### src/rtl/mem_burst_ctrl.sv
// mem_burst_ctrl: round-robin block-transfer controller between cache clients
// and a single-port synchronous RAM. A granted block moves as BLOCK_WORDS
// back-to-back word accesses, and the requester gets one ack per block.
module mem_burst_ctrl #(
  parameter int ADDR_WIDTH  = 16,
  parameter int DATA_WIDTH  = 32,
  parameter int BLOCK_WORDS = 4,
  parameter int NUM_PORTS   = 2,
  parameter int RD_LATENCY  = 1
) (
  input  logic                                      clk,
  input  logic                                      rst,
  input  logic [NUM_PORTS-1:0]                      req_valid_i,
  input  logic [NUM_PORTS-1:0]                      req_rw_i,
  input  logic [NUM_PORTS*ADDR_WIDTH-1:0]           req_addr_i,
  input  logic [NUM_PORTS*BLOCK_WORDS*DATA_WIDTH-1:0] req_wdata_i,
  output logic [NUM_PORTS-1:0]                      resp_ack_o,
  output logic [BLOCK_WORDS*DATA_WIDTH-1:0]         resp_rdata_o,
  output logic                                      busy_o,
  output logic [ADDR_WIDTH-1:0]                     mem_addr_o,
  output logic [DATA_WIDTH-1:0]                     mem_wdata_o,
  output logic                                      mem_we_o,
  input  logic [DATA_WIDTH-1:0]                     mem_rdata_i
);

  localparam int OW = $clog2(BLOCK_WORDS);
  localparam int PW = (NUM_PORTS > 1) ? $clog2(NUM_PORTS) : 1;
  localparam int CW = OW + 1;
  localparam logic [ADDR_WIDTH-1:0] OFFSET_MASK = ADDR_WIDTH'(BLOCK_WORDS - 1);

  localparam logic [1:0] S_IDLE  = 2'd0;
  localparam logic [1:0] S_ISSUE = 2'd1;
  localparam logic [1:0] S_DRAIN = 2'd2;
  localparam logic [1:0] S_RESP  = 2'd3;

  logic [1:0]                       state_q, state_d;
  logic [PW-1:0]                    grant_q, rr_ptr_q;
  logic                             rw_q;
  logic [ADDR_WIDTH-1:0]            base_q;
  logic [OW-1:0]                    beat_q;
  logic [RD_LATENCY-1:0]            pipe_vld_q;
  logic [OW-1:0]                    pipe_idx_q [RD_LATENCY];
  logic [CW-1:0]                    outstanding_q, outstanding_d;
  logic [BLOCK_WORDS*DATA_WIDTH-1:0] rdata_q;

  logic [PW-1:0]                    arb_idx, arb_cand;
  logic                             arb_found;
  logic                             last_beat, rd_push, rd_capture;
  logic [OW-1:0]                    cap_idx;

  // Flattened buses reshaped into word/address arrays so they can be indexed
  // directly by {grant, beat} and by the arbiter's pick.
  logic [DATA_WIDTH-1:0] wr_word   [NUM_PORTS*BLOCK_WORDS];
  logic [ADDR_WIDTH-1:0] port_addr [NUM_PORTS];

  for (genvar g = 0; g < NUM_PORTS*BLOCK_WORDS; g++) begin : g_wr_word
    assign wr_word[g] = req_wdata_i[g*DATA_WIDTH +: DATA_WIDTH];
  end

  for (genvar g = 0; g < NUM_PORTS; g++) begin : g_port_addr
    assign port_addr[g] = req_addr_i[g*ADDR_WIDTH +: ADDR_WIDTH];
  end

  assign last_beat  = (beat_q == OW'(BLOCK_WORDS - 1));
  assign rd_push    = (state_q == S_ISSUE) && !rw_q;
  assign rd_capture = pipe_vld_q[RD_LATENCY-1];
  assign cap_idx    = pipe_idx_q[RD_LATENCY-1];
  assign busy_o     = (state_q != S_IDLE);
  assign resp_rdata_o = rdata_q;
  assign outstanding_d = outstanding_q + CW'(rd_push) - CW'(rd_capture);

  // Round-robin pick: first requesting port after the last one served.
  always_comb begin
    arb_found = 1'b0;
    arb_idx   = '0;
    arb_cand  = '0;
    for (int i = 1; i <= NUM_PORTS; i++) begin
      arb_cand = PW'((int'(rr_ptr_q) + i) % NUM_PORTS);
      if (!arb_found && req_valid_i[arb_cand]) begin
        arb_found = 1'b1;
        arb_idx   = arb_cand;
      end
    end
  end

  // Next-state logic; DRAIN leaves on the edge that captures the last word.
  always_comb begin
    state_d = state_q;
    case (state_q)
      S_IDLE:  if (arb_found) state_d = S_ISSUE;
      S_ISSUE: if (last_beat) state_d = rw_q ? S_RESP : S_DRAIN;
      S_DRAIN: if (outstanding_d == '0) state_d = S_RESP;
      S_RESP:  state_d = S_IDLE;
      default: state_d = S_IDLE;
    endcase
  end

  // RAM-side drive is only live during ISSUE, otherwise parked at zero.
  always_comb begin
    mem_addr_o  = '0;
    mem_wdata_o = '0;
    mem_we_o    = 1'b0;
    if (state_q == S_ISSUE) begin
      mem_addr_o  = base_q | ADDR_WIDTH'(beat_q);
      mem_wdata_o = wr_word[{grant_q, beat_q}];
      mem_we_o    = rw_q;
    end
  end

  // One-cycle ack to the granted port while in RESP.
  always_comb begin
    resp_ack_o = '0;
    for (int p = 0; p < NUM_PORTS; p++) begin
      resp_ack_o[p] = (state_q == S_RESP) && (grant_q == PW'(p));
    end
  end

  // Transfer control: grant latch, beat counter and round-robin pointer.
  always_ff @(posedge clk or posedge rst) begin
    if (rst) begin
      state_q  <= S_IDLE;
      grant_q  <= '0;
      rr_ptr_q <= PW'(NUM_PORTS - 1);
      rw_q     <= 1'b0;
      base_q   <= '0;
      beat_q   <= '0;
    end else begin
      state_q <= state_d;
      case (state_q)
        S_IDLE: begin
          if (arb_found) begin
            grant_q <= arb_idx;
            rw_q    <= req_rw_i[arb_idx];
            base_q  <= port_addr[arb_idx] & ~OFFSET_MASK;
            beat_q  <= '0;
          end
        end
        S_ISSUE: beat_q   <= beat_q + OW'(1);
        S_RESP:  rr_ptr_q <= grant_q;
        default: ;
      endcase
    end
  end

  // Read-return tracker: beat index travels alongside the RAM latency.
  always_ff @(posedge clk or posedge rst) begin
    if (rst) begin
      pipe_vld_q    <= '0;
      outstanding_q <= '0;
      for (int j = 0; j < RD_LATENCY; j++) pipe_idx_q[j] <= '0;
    end else begin
      pipe_vld_q[0] <= rd_push;
      pipe_idx_q[0] <= beat_q;
      for (int j = 1; j < RD_LATENCY; j++) begin
        pipe_vld_q[j] <= pipe_vld_q[j-1];
        pipe_idx_q[j] <= pipe_idx_q[j-1];
      end
      outstanding_q <= outstanding_d;
    end
  end

  // Returning RAM words land in their slot of the read block.
  always_ff @(posedge clk or posedge rst) begin
    if (rst) begin
      rdata_q <= '0;
    end else begin
      for (int w = 0; w < BLOCK_WORDS; w++) begin
        if (rd_capture && (cap_idx == OW'(w))) begin
          rdata_q[w*DATA_WIDTH +: DATA_WIDTH] <= mem_rdata_i;
        end
      end
    end
  end

endmodule

### config.mk
export PLATFORM = sky130hd
export DESIGN_NAME = mem_burst_ctrl
export DESIGN_NICKNAME = d
export VERILOG_FILES = /design/src/rtl/mem_burst_ctrl.sv
export SDC_FILE = /design/constraint.sdc
export NUM_CORES = 1
export LEC_CHECK = 0
export CAP_MARGIN = 0
export CORE_AREA = 2 2 194 196
export DETAILED_ROUTE_END_ITERATION = 10
export DIE_AREA = 0 0 196 198
export REMOVE_ABC_BUFFERS = 1
export SKIP_LAST_GASP = 1
export SYNTH_ARGS = -nofsm -noshare
export SYNTH_HDL_FRONTEND = slang
export SYNTH_SLANG_ARGS = --single-unit
### constraint.sdc
create_clock -name clk -period 13.8 [get_ports clk]
set_input_delay 2.76 -clock clk [delete_from_list [all_inputs] [get_ports clk]]
set_output_delay 2.76 -clock clk [all_outputs]
set_load 0.02 [all_outputs]
After elaboration in Yosys (flattened, before gate mapping)
Index checks and enable logic that the tools add are counted.
- register bits: 155
- bits of input ports: 326
- output and inout port bits: 180
- logic and storage cells: 81
- $add $sub $neg: 5
- $lt $le $gt $ge: 5
- equal/unequal tests: 10
- mux-type cells: 26
- bitwise operators: 4
- reduce and logical (&&, ||, !) cells: 18
- operator list (operator ; number):
    binary-select mux 32 bit (select 3 bit) ; 1
    2-to-1 mux 32 bit ; 3
    2-to-1 mux 16 bit ; 4
    bitwise OR 16 x 2 -> 16 bit ; 1
    2-to-1 mux 1 bit ; 12
    equality test 2 bit, second input constant ; 5
    logical AND 1 bit ; 8
    2-to-1 mux 2 bit ; 4
    one-hot mux 2 bit (4 select lines) ; 1
    < comparator 1 x 2 -> 1 bit, second input constant ; 3
    inequality test 2 bit, second input constant ; 3
    equality test 2 x 1 -> 1 bit, second input constant ; 2
    greater-or-equal comparator 4 bit, second input constant ; 1
    zero test 2 bit ; 2
    NOT 3 -> 4 bit ; 1
    one-hot mux 2 bit (2 select lines) ; 1
    AND reduction 2 bit ; 2
    nonzero test 2 bit ; 2
    adder 3 x 1 -> 3 bit ; 1
    zero test 3 bit ; 1
    AND reduction 3 bit ; 1
    subtractor 3 x 1 -> 3 bit ; 1
    adder 1 bit, second input constant ; 2
    adder 2 x 1 -> 2 bit, second input constant ; 1
    4 further kinds ; 5

Logic depth before layout (Yosys ltp)
Gate-level depths: netlist (run 1).
- depth after elaboration: 11
- mapped depth: 13
- mapped depth without buffers: 12

Worst setup path after synthesis (run 1)
Ideal clock, no wire load.
- path type: input to output
- start: input port req_wdata_i[242]
- end: output port mem_wdata_o[18]
- arrival: 3444 ps
- required time: 11040 ps
- path slack: 7596 ps
- cell stages on the path: 3
- path buffers: 0
- cells stage by stage: mux4_2 > mux2i_1 > nor2b_1
- word-level cells in the longest chain between the ends: 4
- RTL lines (item ; RTL line ; text):
    start, declared ; 16 ; input logic [NUM_PORTS*BLOCK_WORDS*DATA_WIDTH-1:0] req_wdata_i,
    binary-select mux 32 bit (select 3 bit) ; 105 ; mem_wdata_o = wr_word[{grant_q, beat_q}];
    2-to-1 mux 32 bit (implied by the code) (2 in a row) ; 105 ;
    2-to-1 mux 32 bit ; 103 ; if (state_q == S_ISSUE) begin
    end, declared ; 21 ; output logic [DATA_WIDTH-1:0] mem_wdata_o,
No other way between the ends. The select of a mux whose other input is x is not followed.

Worst setup path after layout (run 1)
- start: input port req_wdata_i[108]
- end: output port mem_wdata_o[12]
The elaborated chain is that of the path after synthesis.

==> out/summary.md, run 1 <==
- 33,600 µm — sum of routed wire length over all layers
- 9 — initial antenna violation count
- 0 — Final Setup Violations
- 0 — Hold-fix buffers, CTS
- sky130_fd_sc_hd__clkdlybuf4s50_1 — standard cell with the maximum stage delay on the critical path
- 4 — maximum level of the CTS H-tree
- 16.8% — overall track demand over capacity in global routing
- 12 — Worst R2R Path Depth
- 0 — overflow left after global routing
- 4640 ps — Arr. time, crit path
- sky130_fd_sc_hd__clkbuf_16 — CTS root buf
- in -> out — type of the setup path with the least slack
- 473 ps — Min Hold Slack
- 0 — Post-route DRC
- 4.44 — vias per cell
- 2 — maximum buffer depth of the clock tree
- 57.9% — combinational power share
- 38.3% — switching share of power
- 46.9% — sequential element share of the synthesized area
- 11,040 ps — Data required, critical path
- 0.0388 mm² — die area
- 32 — count of distinct cell types in the synthesized netlist
- 1,500 — cell total after placement
- 24.3% — headroom to the max-slew limit
- 1,379 — nets
- 0.0000893 V — worst ir drop on vdd
- 558 — gate count after technology mapping
- 0 — number of endpoints with negative hold slack in the final report
- 5.57 nW — static power due to leakage
- 7,059 — via count of the first global-routing pass
- 0.822 — routability-driven placement congestion ratio
- 15.1% — clock power share
- 234 — count of routing violations after the opening detailed-route iteration
- 215 mW/mm² — total power per unit cell area
- 70 ps — Reg clk slew, reported paths
- 1,539 — post-route insts no fill
- output port — crit end category
- 0 — number of synthesized flops with an enable pin
- base_q[12] — worst min-delay path endpoint
- 17 — number of buffers added by the clock tree synthesis step
- 0 — pins over their slew limit
- no — unrepaired setup endpoints after global routing
- 0 — post-CTS resize count
- 506 — I/O pin cnt
- input pin — type of origin of the critical path
- 0.00827 mm² — Post-Synthesis Cell Area
- 135 MHz — maximum operating frequency
- 22.4% — initial core utilization
- clkdlybuf4s50_1, mux4_2, mux2i_1, nor2b_1, clkdlybuf4s50_1 — list of cells traversed by the critical path
- 1.18 mW — net switching power figure
- reg -> reg — worst hold-check path type
- 21.8 µm — average detailed-routed wire length per instance
- 1 — largest fanout on the critical path
- 6,826 — number of vias after detailed routing
- 14.8 µm² — Post-Syn Area per Cell
- state_q[1] — RR Startpoint
- 83 — largest net degree at the start of global routing
- 2 — CP bufs+invs
- 10,240 ps — R2R Setup Slk
- 0.0370 mm² — Core ar.
- 0 — warning count from the yosys run
- 23.2% — fraction of layout cells with a size suffix above 1
- 1.89 mW — cell-internal power
- 0 — number of post-CTS setup repair buffers
- 198 µm — Die Height
- finished, final reports clean — status
- sky130_fd_sc_hd__dfrtp_1 — most used flip-flop cell after synthesis
- 501 — number of port buffers
- 430 ps — source-to-sink clock delay at the later pin of the worst-skew pair
- 550 ps — CP peak stage delay
- 27.0% — part of the power in registers
- yes — TritonCTS clock tree
- buffers and inverters — critical path's top delay family
- 100% — Synth async-reset ratio
- sky130_fd_sc_hd__clkdlybuf4s50_1 — Worst path most repeated cell
- 3.07 mW — post-route total power
- 1140 ps — measured slew at the worst slew-check pin
- 71 — number of standard-cell rows in the floorplan
- base_q[12] — start point of the worst min-delay path
- 53.6% — final cycle utilization of the critical path
- 155 — Synth Register Bits
- 155 — clock sinks
- 47,300 µm — first-pass GRT wire length
- 4 — number of search-and-repair iterations in the first detailed-routing pass
- state_q[0] — worst r2r dst
- 7400 ps — shortest period the worst path allows
- 12.9 ps — Clock Skews
- 0 — reported max-cap violation count
- 196 µm — Die X-Extent
- 0 ps — accumulated negative setup slack
- 2 — cell count of the worst hold path
- 73.1% — Area Growth Syn to Fin
- 26,800 µm — final HPWL from detailed placement
- 0 — antenna violation net count after detailed routing
## area by class of cell
type | count | area, µm²
inverters | 10 | 42.5
multi-input cells | 351 | 4120
flip-flops and latches | 155 | 3890
repair buffers | 510 | 5080
clock buffers | 18 | 429
fillers | 3592 | 22600
clock inverters | 14 | 156
well taps | 474 | 593
diodes | 7 | 17.5
## power by group through the flow
stage / combinational (mW) / sequential (mW) / clock [mW]
after floorplan: 0.699 / 1.12 / 0
after global placement: 1.78 / 0.829 / 0
after detailed placement: 1.80 / 0.842 / 0
after CTS: 1.80 / 0.834 / 0.483
after global routing: 1.88 / 0.866 / 0.498
final: 1.78 / 0.830 / 0.464
## metal layers
layer  part of all wire, %  track usage [%]
met1                    40             20.8
met5                     0                0
met4                   1.8             5.53
met2                    48             27.1
met3                    10             6.20
## flip-flops by register name, summed over array words and instances (netlist names)
signal         count
beat_q             2
state_q            2
pipe_vld_q         1
cap_idx            2
outstanding_q      3
base_q            14
rr_ptr_q           1
grant_q            1
resp_rdata_o     128
rw_q               1
## cell usage in the layout (no fill, tap or decap), types with 2 or more instances in the layout
cell type                         Yosys  layout
sky130_fd_sc_hd__inv_6                0       4
sky130_fd_sc_hd__buf_4                3       9
sky130_fd_sc_hd__mux2i_1             47      47
sky130_fd_sc_hd__clkdlybuf4s50_1      0     501
sky130_fd_sc_hd__inv_8                0       3
sky130_fd_sc_hd__ha_1                 7       6
sky130_fd_sc_hd__inv_1               10       9
sky130_fd_sc_hd__dfrtp_1            154     151
sky130_fd_sc_hd__diode_2              0       7
sky130_fd_sc_hd__nor2b_1             33      33
sky130_fd_sc_hd__mux4_2              64      64
sky130_fd_sc_hd__clkinv_8             0       2
sky130_fd_sc_hd__clkbuf_16            0      17
sky130_fd_sc_hd__dfrtp_2              0       2
sky130_fd_sc_hd__and2_1              17      17
sky130_fd_sc_hd__nand3b_1             2       2
sky130_fd_sc_hd__mux2_2             130     130
sky130_fd_sc_hd__o21ai_0             18      17
sky130_fd_sc_hd__clkinvlp_4           0       2
sky130_fd_sc_hd__clkinv_2             0       2
sky130_fd_sc_hd__nand2_1             19      19
## cells in the mapped netlist, drive strengths merged (2+ instances only)
cell type,instances,area share [%]
a21boi,2,0.18
and2,17,1.3
buf,31,2.6
clkbuf,11,0.50
dfrtp,154,47
ha,7,1.1
inv,10,0.45
mux2,130,18
mux2i,47,5.7
mux4,64,17
nand2,19,0.86
nand3b,2,0.18
nor2b,33,2.5
o21ai,18,1.1
## worst reg2reg max path, stage by stage (launching register included)
cell and delay (ps):
sky130_fd_sc_hd__dfrtp_1 430, sky130_fd_sc_hd__inv_1 100, sky130_fd_sc_hd__ha_2 860, sky130_fd_sc_hd__nand2b_1 190, sky130_fd_sc_hd__ha_1 320, sky130_fd_sc_hd__inv_1 60, sky130_fd_sc_hd__ha_1 120, sky130_fd_sc_hd__inv_1 50
sky130_fd_sc_hd__fa_1 400, sky130_fd_sc_hd__xor3_1 230, sky130_fd_sc_hd__o31ai_2 250, sky130_fd_sc_hd__a41oi_1 140, sky130_fd_sc_hd__o2bb2a_1 310
## per-stage QoR
step	area [µm²]	setup slack (ps)	util [%]
floorplan	8020	6860	-
global placement	13700	6330	37.1
detailed placement	13700	6330	37.1
CTS	14300	6330	38.7
global route	14300	6360	38.8
finish	14300	6400	38.8
## cells by family (layout without fill, tap and decap cells)
logic type | Yosys count | count (layout) | share of synthesized area (%)
AND/OR/NAND/NOR | 76 | 76 | 5.26
XOR/XNOR | 1 | 1 | 0.287
other | 0 | 7 | 0
adder cells (fa/ha/maj) | 8 | 8 | 1.30
AO/OA/AOI/OAI | 25 | 25 | 1.88
multiplexers | 241 | 241 | 40.8
buffers and inverters | 52 | 552 | 3.58
flip-flops | 155 | 155 | 46.9
## worst max path at each step
stage | cells after the start | endpoint | start
detailed placement | 5 | mem_wdata_o[31] | req_wdata_i[127]
floorplan | 1 | base_q[10] | rst
CTS | 5 | mem_wdata_o[31] | req_wdata_i[127]
finish | 5 | mem_wdata_o[12] | req_wdata_i[108]
global route | 5 | mem_wdata_o[31] | req_wdata_i[127]
global placement | 5 | mem_wdata_o[31] | req_wdata_i[127]
Power figures use the tool's default switching activity.
==> run 2: changes to the inputs <==
--- a/config.mk
+++ b/config.mk
@@ -6,9 +6,9 @@
 export NUM_CORES = 1
 export LEC_CHECK = 0
 export CAP_MARGIN = 0
-export CORE_AREA = 2 2 194 196
+export CORE_AREA = 2 2 195 197
 export DETAILED_ROUTE_END_ITERATION = 10
-export DIE_AREA = 0 0 196 198
+export DIE_AREA = 0 0 197 199
 export REMOVE_ABC_BUFFERS = 1
 export SKIP_LAST_GASP = 1
 export SYNTH_ARGS = -nofsm -noshare
==> constraint.sdc (replaced) <==
create_clock -name clk -period 6.6 [get_ports clk]
set_input_delay 1.32 -clock clk [delete_from_list [all_inputs] [get_ports clk]]
set_output_delay 1.32 -clock clk [all_outputs]
set_load 0.02 [all_outputs]
==> out/summary.md, run 2 (synthesis gave the netlist of run 1 again) <==
- met5 — max layer used
- 71.9% — final cycle utilization of the critical path
- sky130_fd_sc_hd__clkdlybuf4s50_1 (501), sky130_fd_sc_hd__dfrtp_1 (151), sky130_fd_sc_hd__mux2_2 (130) — leading cell types in the layout, fill and taps excluded
- 2 — maximum buffer depth of the clock tree
- 0 — antenna violation net count after detailed routing
- 199 µm — Die Height
- 29.5% — headroom to the max-slew limit
- 448 mW/mm² — total power per unit cell area
- sky130_fd_sc_hd__clkdlybuf4s50_1 — most common cell after layout, fill and taps aside
- 69 — largest net degree at the start of global routing
- 0.000204 V — worst ir drop on vdd
- 4 — number of search-and-repair iterations in the first detailed-routing pass
- 3430 ps — Arr. time, crit path
- 50,000 µm — first-pass GRT wire length
- 23.3 µm — average detailed-routed wire length per instance
- 4.44 — vias per cell
- 5.59 nW — static power due to leakage
- input pin — type of origin of the critical path
- 0 — Hold-fix buffers, CTS
- 128 — flip-flop count of the largest register, all copies and words added
- no — unrepaired setup endpoints after global routing
- 0 — Final Setup Violations
- 0 — number of endpoints with negative hold slack in the final report
- 501 — number of port buffers
- 3.94 mW — cell-internal power
- 0 — Post-route DRC
- 17.9% — overall track demand over capacity in global routing
- 1060 ps — measured slew at the worst slew-check pin
- 0 — pins over their slew limit
- 0 ps — accumulated negative setup slack
- 0.869 — routability-driven placement congestion ratio
- 2.48 mW — net switching power figure
- finished, final reports clean — status
- 0 — post-CTS resize count
- 22.3% — initial core utilization
- 15 — initial antenna violation count
- 38.7% — switching share of power
- 35,900 µm — sum of routed wire length over all layers
- 197 µm — Die X-Extent
- 70 ps — Reg clk slew, reported paths
- 0 — overflow left after global routing
- 23.4% — fraction of layout cells with a size suffix above 1
- 506 — I/O pin cnt
- 5280 ps — Data required, critical path
- 0.0371 mm² — Core ar.
- 430 ps — source-to-sink clock delay at the later pin of the worst-skew pair
- 6.42 mW — post-route total power
- 14,600 µm — post-route met1 wirelength
- 71 — number of standard-cell rows in the floorplan
- 17 — number of buffers added by the clock tree synthesis step
- 155 — clock sinks
- 0 — reported max-cap violation count
- yes — TritonCTS clock tree
- in -> out — type of the setup path with the least slack
- 4750 ps — shortest period the worst path allows
- 56.4% — combinational power share
- 208 — count of routing violations after the opening detailed-route iteration
- 73.4% — Area Growth Syn to Fin
- 3270 µm — detailed-routed wire length on met3
- 28,900 µm — final HPWL from detailed placement
- 17,300 µm — met2 wirelength from detailed routing
- sky130_fd_sc_hd__clkbuf_16 — CTS root buf
- reg -> reg — worst hold-check path type
- output port — crit end category
- 211 MHz — maximum operating frequency
- 28.6% — part of the power in registers
- 8.54 ps — Clock Skews
- 0.0392 mm² — die area
- 0 — number of post-CTS setup repair buffers
- 15.0% — clock power share
- 7,258 — via count of the first global-routing pass
- 4 — maximum level of the CTS H-tree
- 1,382 — nets
- 1 — largest fanout on the critical path
- 6,842 — number of vias after detailed routing
-- run 2: cell types whose count changed in the layout (fill, tap and decap cells not counted), sizes merged --
cell | previous run | this run
buf | 9 | 12
inv | 16 | 20
bufinv | 1 | 0
diode | 7 | 5
clkinv | 5 | 2
-- run 2: stage by stage --
stage	util [%]	hold slack, ps	instance area (µm²)	std cells	worst slack [ps]
2_1_floorplan	-	442	8020	516	1100
3_3_place_gp	37.1	461	13800	1503	1900
3_5_place_dp	37.1	464	13800	1503	1930
4_1_cts	38.6	481	14300	1535	1860
5_1_grt	38.6	504	14300	1539	1710
6_report	38.6	477	14300	1540	1850
-- run 2: per-layer routing --
metal | vias to the layer above | global-route usage [%]
met4 | 10 | 4.93
met1 | 3416 | 22.7
met3 | 41 | 6.32
li1 | 3060 | -
met5 | - | 0
met2 | 315 | 28.9
-- run 2: critical path, stage by stage --
cell and delay, ps:
sky130_fd_sc_hd__clkdlybuf4s50_1 520, sky130_fd_sc_hd__mux4_2 490, sky130_fd_sc_hd__mux2i_1 410, sky130_fd_sc_hd__nor2b_1 90, sky130_fd_sc_hd__clkdlybuf4s50_1 580
-- run 2: power groups by stage --
| stage | Sequential, mW | Combinational (mW) | Clock [mW] |
|---|---|---|---|
| finish | 1.84 | 3.62 | 0.964 |
| global route | 1.93 | 3.84 | 1.04 |
| detailed placement | 1.87 | 3.65 | 0 |
| CTS | 1.85 | 3.67 | 1.01 |
| global placement | 1.85 | 3.63 | 0 |
| floorplan | 2.33 | 1.46 | 0 |
-- run 2: cell type report --
| class | instances | area [µm²] |
|---|---|---|
| inverters | 10 | 42.5 |
| repair buffers | 513 | 5120 |
| diodes | 5 | 12.5 |
| clock buffers | 18 | 429 |
| multi-input cells | 351 | 4120 |
| well taps | 474 | 593 |
| fillers | 3639 | 22800 |
| clock inverters | 14 | 145 |
| flip-flops and latches | 155 | 3890 |
-- run 2: path summary, 6_finish.rpt --
kind | from | endpoint | slack [ps] | cells past startpoint
hold reg to reg | base_q[8] | base_q[8] | 480 | 2
setup / recovery | req_wdata_i[29] | mem_wdata_o[29] | 1850 | 5
setup reg to reg | state_q[1] | state_q[0] | 3780 | 12
max in group asynchronous | rst | resp_rdata_o[110] | 4150 | 3
hold / removal | base_q[8] | base_q[8] | 480 | 2
min in group asynchronous | rst | base_q[2] | 1380 | 2
==> run 3: changes to the inputs <==
--- a/config.mk
+++ b/config.mk
@@ -6,9 +6,9 @@
 export NUM_CORES = 1
 export LEC_CHECK = 0
 export CAP_MARGIN = 0
-export CORE_AREA = 2 2 195 197
+export CORE_AREA = 2 2 196 198
 export DETAILED_ROUTE_END_ITERATION = 10
-export DIE_AREA = 0 0 197 199
+export DIE_AREA = 0 0 198 200
 export REMOVE_ABC_BUFFERS = 1
 export SKIP_LAST_GASP = 1
 export SYNTH_ARGS = -nofsm -noshare
==> constraint.sdc (replaced) <==
create_clock -name clk -period 4.4 [get_ports clk]
set_input_delay 0.88 -clock clk [delete_from_list [all_inputs] [get_ports clk]]
set_output_delay 0.88 -clock clk [all_outputs]
set_load 0.02 [all_outputs]
==> out/summary.md, run 3 (synthesis gave the netlist of run 1 again) <==
- 0 — overflow left after global routing
- 22.1% — initial core utilization
- 27,800 µm — final HPWL from detailed placement
- output port — crit end category
- 0.849 — routability-driven placement congestion ratio
- 230 — count of routing violations after the opening detailed-route iteration
- 8 — initial antenna violation count
- 0 — Hold-fix buffers, CTS
- 5.98 mW — cell-internal power
- sky130_fd_sc_hd__clkdlybuf4s50_1 (501), sky130_fd_sc_hd__dfrtp_1 (151), sky130_fd_sc_hd__mux2_2 (130) — leading cell types in the layout, fill and taps excluded
- 128 — flip-flop count of the largest register, all copies and words added
- finished, final reports clean — status
- reg -> reg — worst hold-check path type
- 3520 ps — Data required, critical path
- 2 — CP bufs+invs
- sky130_fd_sc_hd__dfrtp_2 — standard cell with the maximum stage delay on the critical path
- 0 — Final Setup Violations
- 85 — largest net degree at the start of global routing
- 29 — largest fanout on the critical path
- 12.3 ps — Clock Skews
- 7,079 — via count of the first global-routing pass
- 3.73 mW — net switching power figure
- 5.64 nW — static power due to leakage
- buf_4, mux4_2, mux2i_1, nor2b_1, clkdlybuf4s50_1 — list of cells traversed by the critical path
- 57.7% — combinational power share
- 155 — clock sinks
- 0.0396 mm² — die area
- 75.2% — Area Growth Syn to Fin
- 38.8% — post-layout util
- sky130_fd_sc_hd__clkbuf_16 — CTS root buf
- 430 ps — source-to-sink clock delay at the later pin of the worst-skew pair
- 34,000 µm — sum of routed wire length over all layers
- 2860 ps — Arr. time, crit path
- 4 — number of search-and-repair iterations in the first detailed-routing pass
- 1180 ps — measured slew at the worst slew-check pin
- 6,825 — number of vias after detailed routing
- 4 — maximum level of the CTS H-tree
- 501 — number of port buffers
- 200 µm — Die Height
- 0.000238 V — worst ir drop on vdd
- 71 — number of standard-cell rows in the floorplan
- 85.0% — final cycle utilization of the critical path
- 0 — post-CTS resize count
- flip-flop — type of origin of the critical path
- 2 — maximum buffer depth of the clock tree
- reg -> out — type of the setup path with the least slack
- 3740 ps — shortest period the worst path allows
- yes — TritonCTS clock tree
- 47,100 µm — first-pass GRT wire length
- 506 — I/O pin cnt
- 830 ps — CP peak stage delay
- 21.4% — headroom to the max-slew limit
- 38.4% — switching share of power
- no — unrepaired setup endpoints after global routing
- buffers and inverters — critical path's top delay family
- 267 MHz — maximum operating frequency
- 470 ps — Min Hold Slack
- 0 — reported max-cap violation count
- 4.30 — vias per cell
- 21.4 µm — average detailed-routed wire length per instance
- 0 ps — accumulated negative setup slack
- 27.4% — part of the power in registers
- 0 — antenna violation net count after detailed routing
- 0 — number of endpoints with negative hold slack in the final report
- 17 — number of buffers added by the clock tree synthesis step
- 0.0374 mm² — Core ar.
- 0 — pins over their slew limit
- 15.0% — clock power share
- 0 — number of post-CTS setup repair buffers
- sky130_fd_sc_hd__clkdlybuf4s50_1 — most common cell after layout, fill and taps aside
- 670 mW/mm² — total power per unit cell area
- 0 — Post-route DRC
- 24.0% — fraction of layout cells with a size suffix above 1
- 70 ps — Reg clk slew, reported paths
- 16.6% — overall track demand over capacity in global routing
- 198 µm — Die X-Extent
- 1,390 — nets
==> run 3: cell types whose count changed in the layout (fill, tap and decap cells not counted), sizes merged <==
cell	before	now
diode	5	7
inv	20	18
buf	12	20
clkinv	2	3
clkinvlp	2	3
==> run 3: path summary, 6_finish.rpt <==
check,cells after the start,end,slack (ps),startpoint
min reg2reg,2,base_q[8],470,base_q[8]
max in group asynchronous,3,resp_rdata_o[96],2470,rst
min in group asynchronous,2,grant_q,1000,rst
max reg2reg,12,state_q[0],1400,state_q[1]
max,5,mem_wdata_o[21],660,beat_q[1]
min,2,base_q[8],470,base_q[8]
==> run 3: worst register-to-register path: cells and delay by family (launching register included) <==
| family | cells | cell delay [ps] |
|---|---|---|
| fa+ha+maj | 4 | 1210 |
| compound gates | 3 | 700 |
| flops | 1 | 420 |
| xor+xnor | 1 | 220 |
| buf+inv | 3 | 210 |
| simple gates | 1 | 130 |
==> run 3: area by class of cell <==
cell class	instances	area, µm²
clock buffers	18	439
repair buffers	521	5200
fillers	3617	22900
flip-flops and latches	155	3890
inverters	10	42.5
multi-input cells	351	4120
diodes	7	17.5
clock inverters	14	149
well taps	511	639
==> run 3: power groups by stage <==
| stage | combinational [mW] | clock (mW) | sequential, mW |
|---|---|---|---|
| 5_1_grt | 5.94 | 1.57 | 2.77 |
| 3_3_place_gp | 5.63 | 0 | 2.67 |
| 2_1_floorplan | 2.19 | 0 | 3.50 |
| 6_report | 5.60 | 1.45 | 2.66 |
| 3_5_place_dp | 5.66 | 0 | 2.71 |
| 4_1_cts | 5.68 | 1.51 | 2.68 |
==> run 3: per-stage QoR <==
stage	total power [mW]	instances	setup slack, ps	cell area (µm²)
after global placement	8.31	1548	589	13900
final	9.71	1587	660	14500
after detailed placement	8.37	1548	612	13900
after CTS	9.87	1580	605	14500
after floorplan	5.69	516	-656	8020
after global routing	10.3	1585	488	14500
==> run 3: metal layers <==
metal  share of wire (%)  track usage, %  routed length [µm]
met1                  41            20.5               13800
met2                  49            27.5               16500
met4                 2.2            5.07                 733
met5               0.044               0                  15
met3                 8.5            5.48                2900
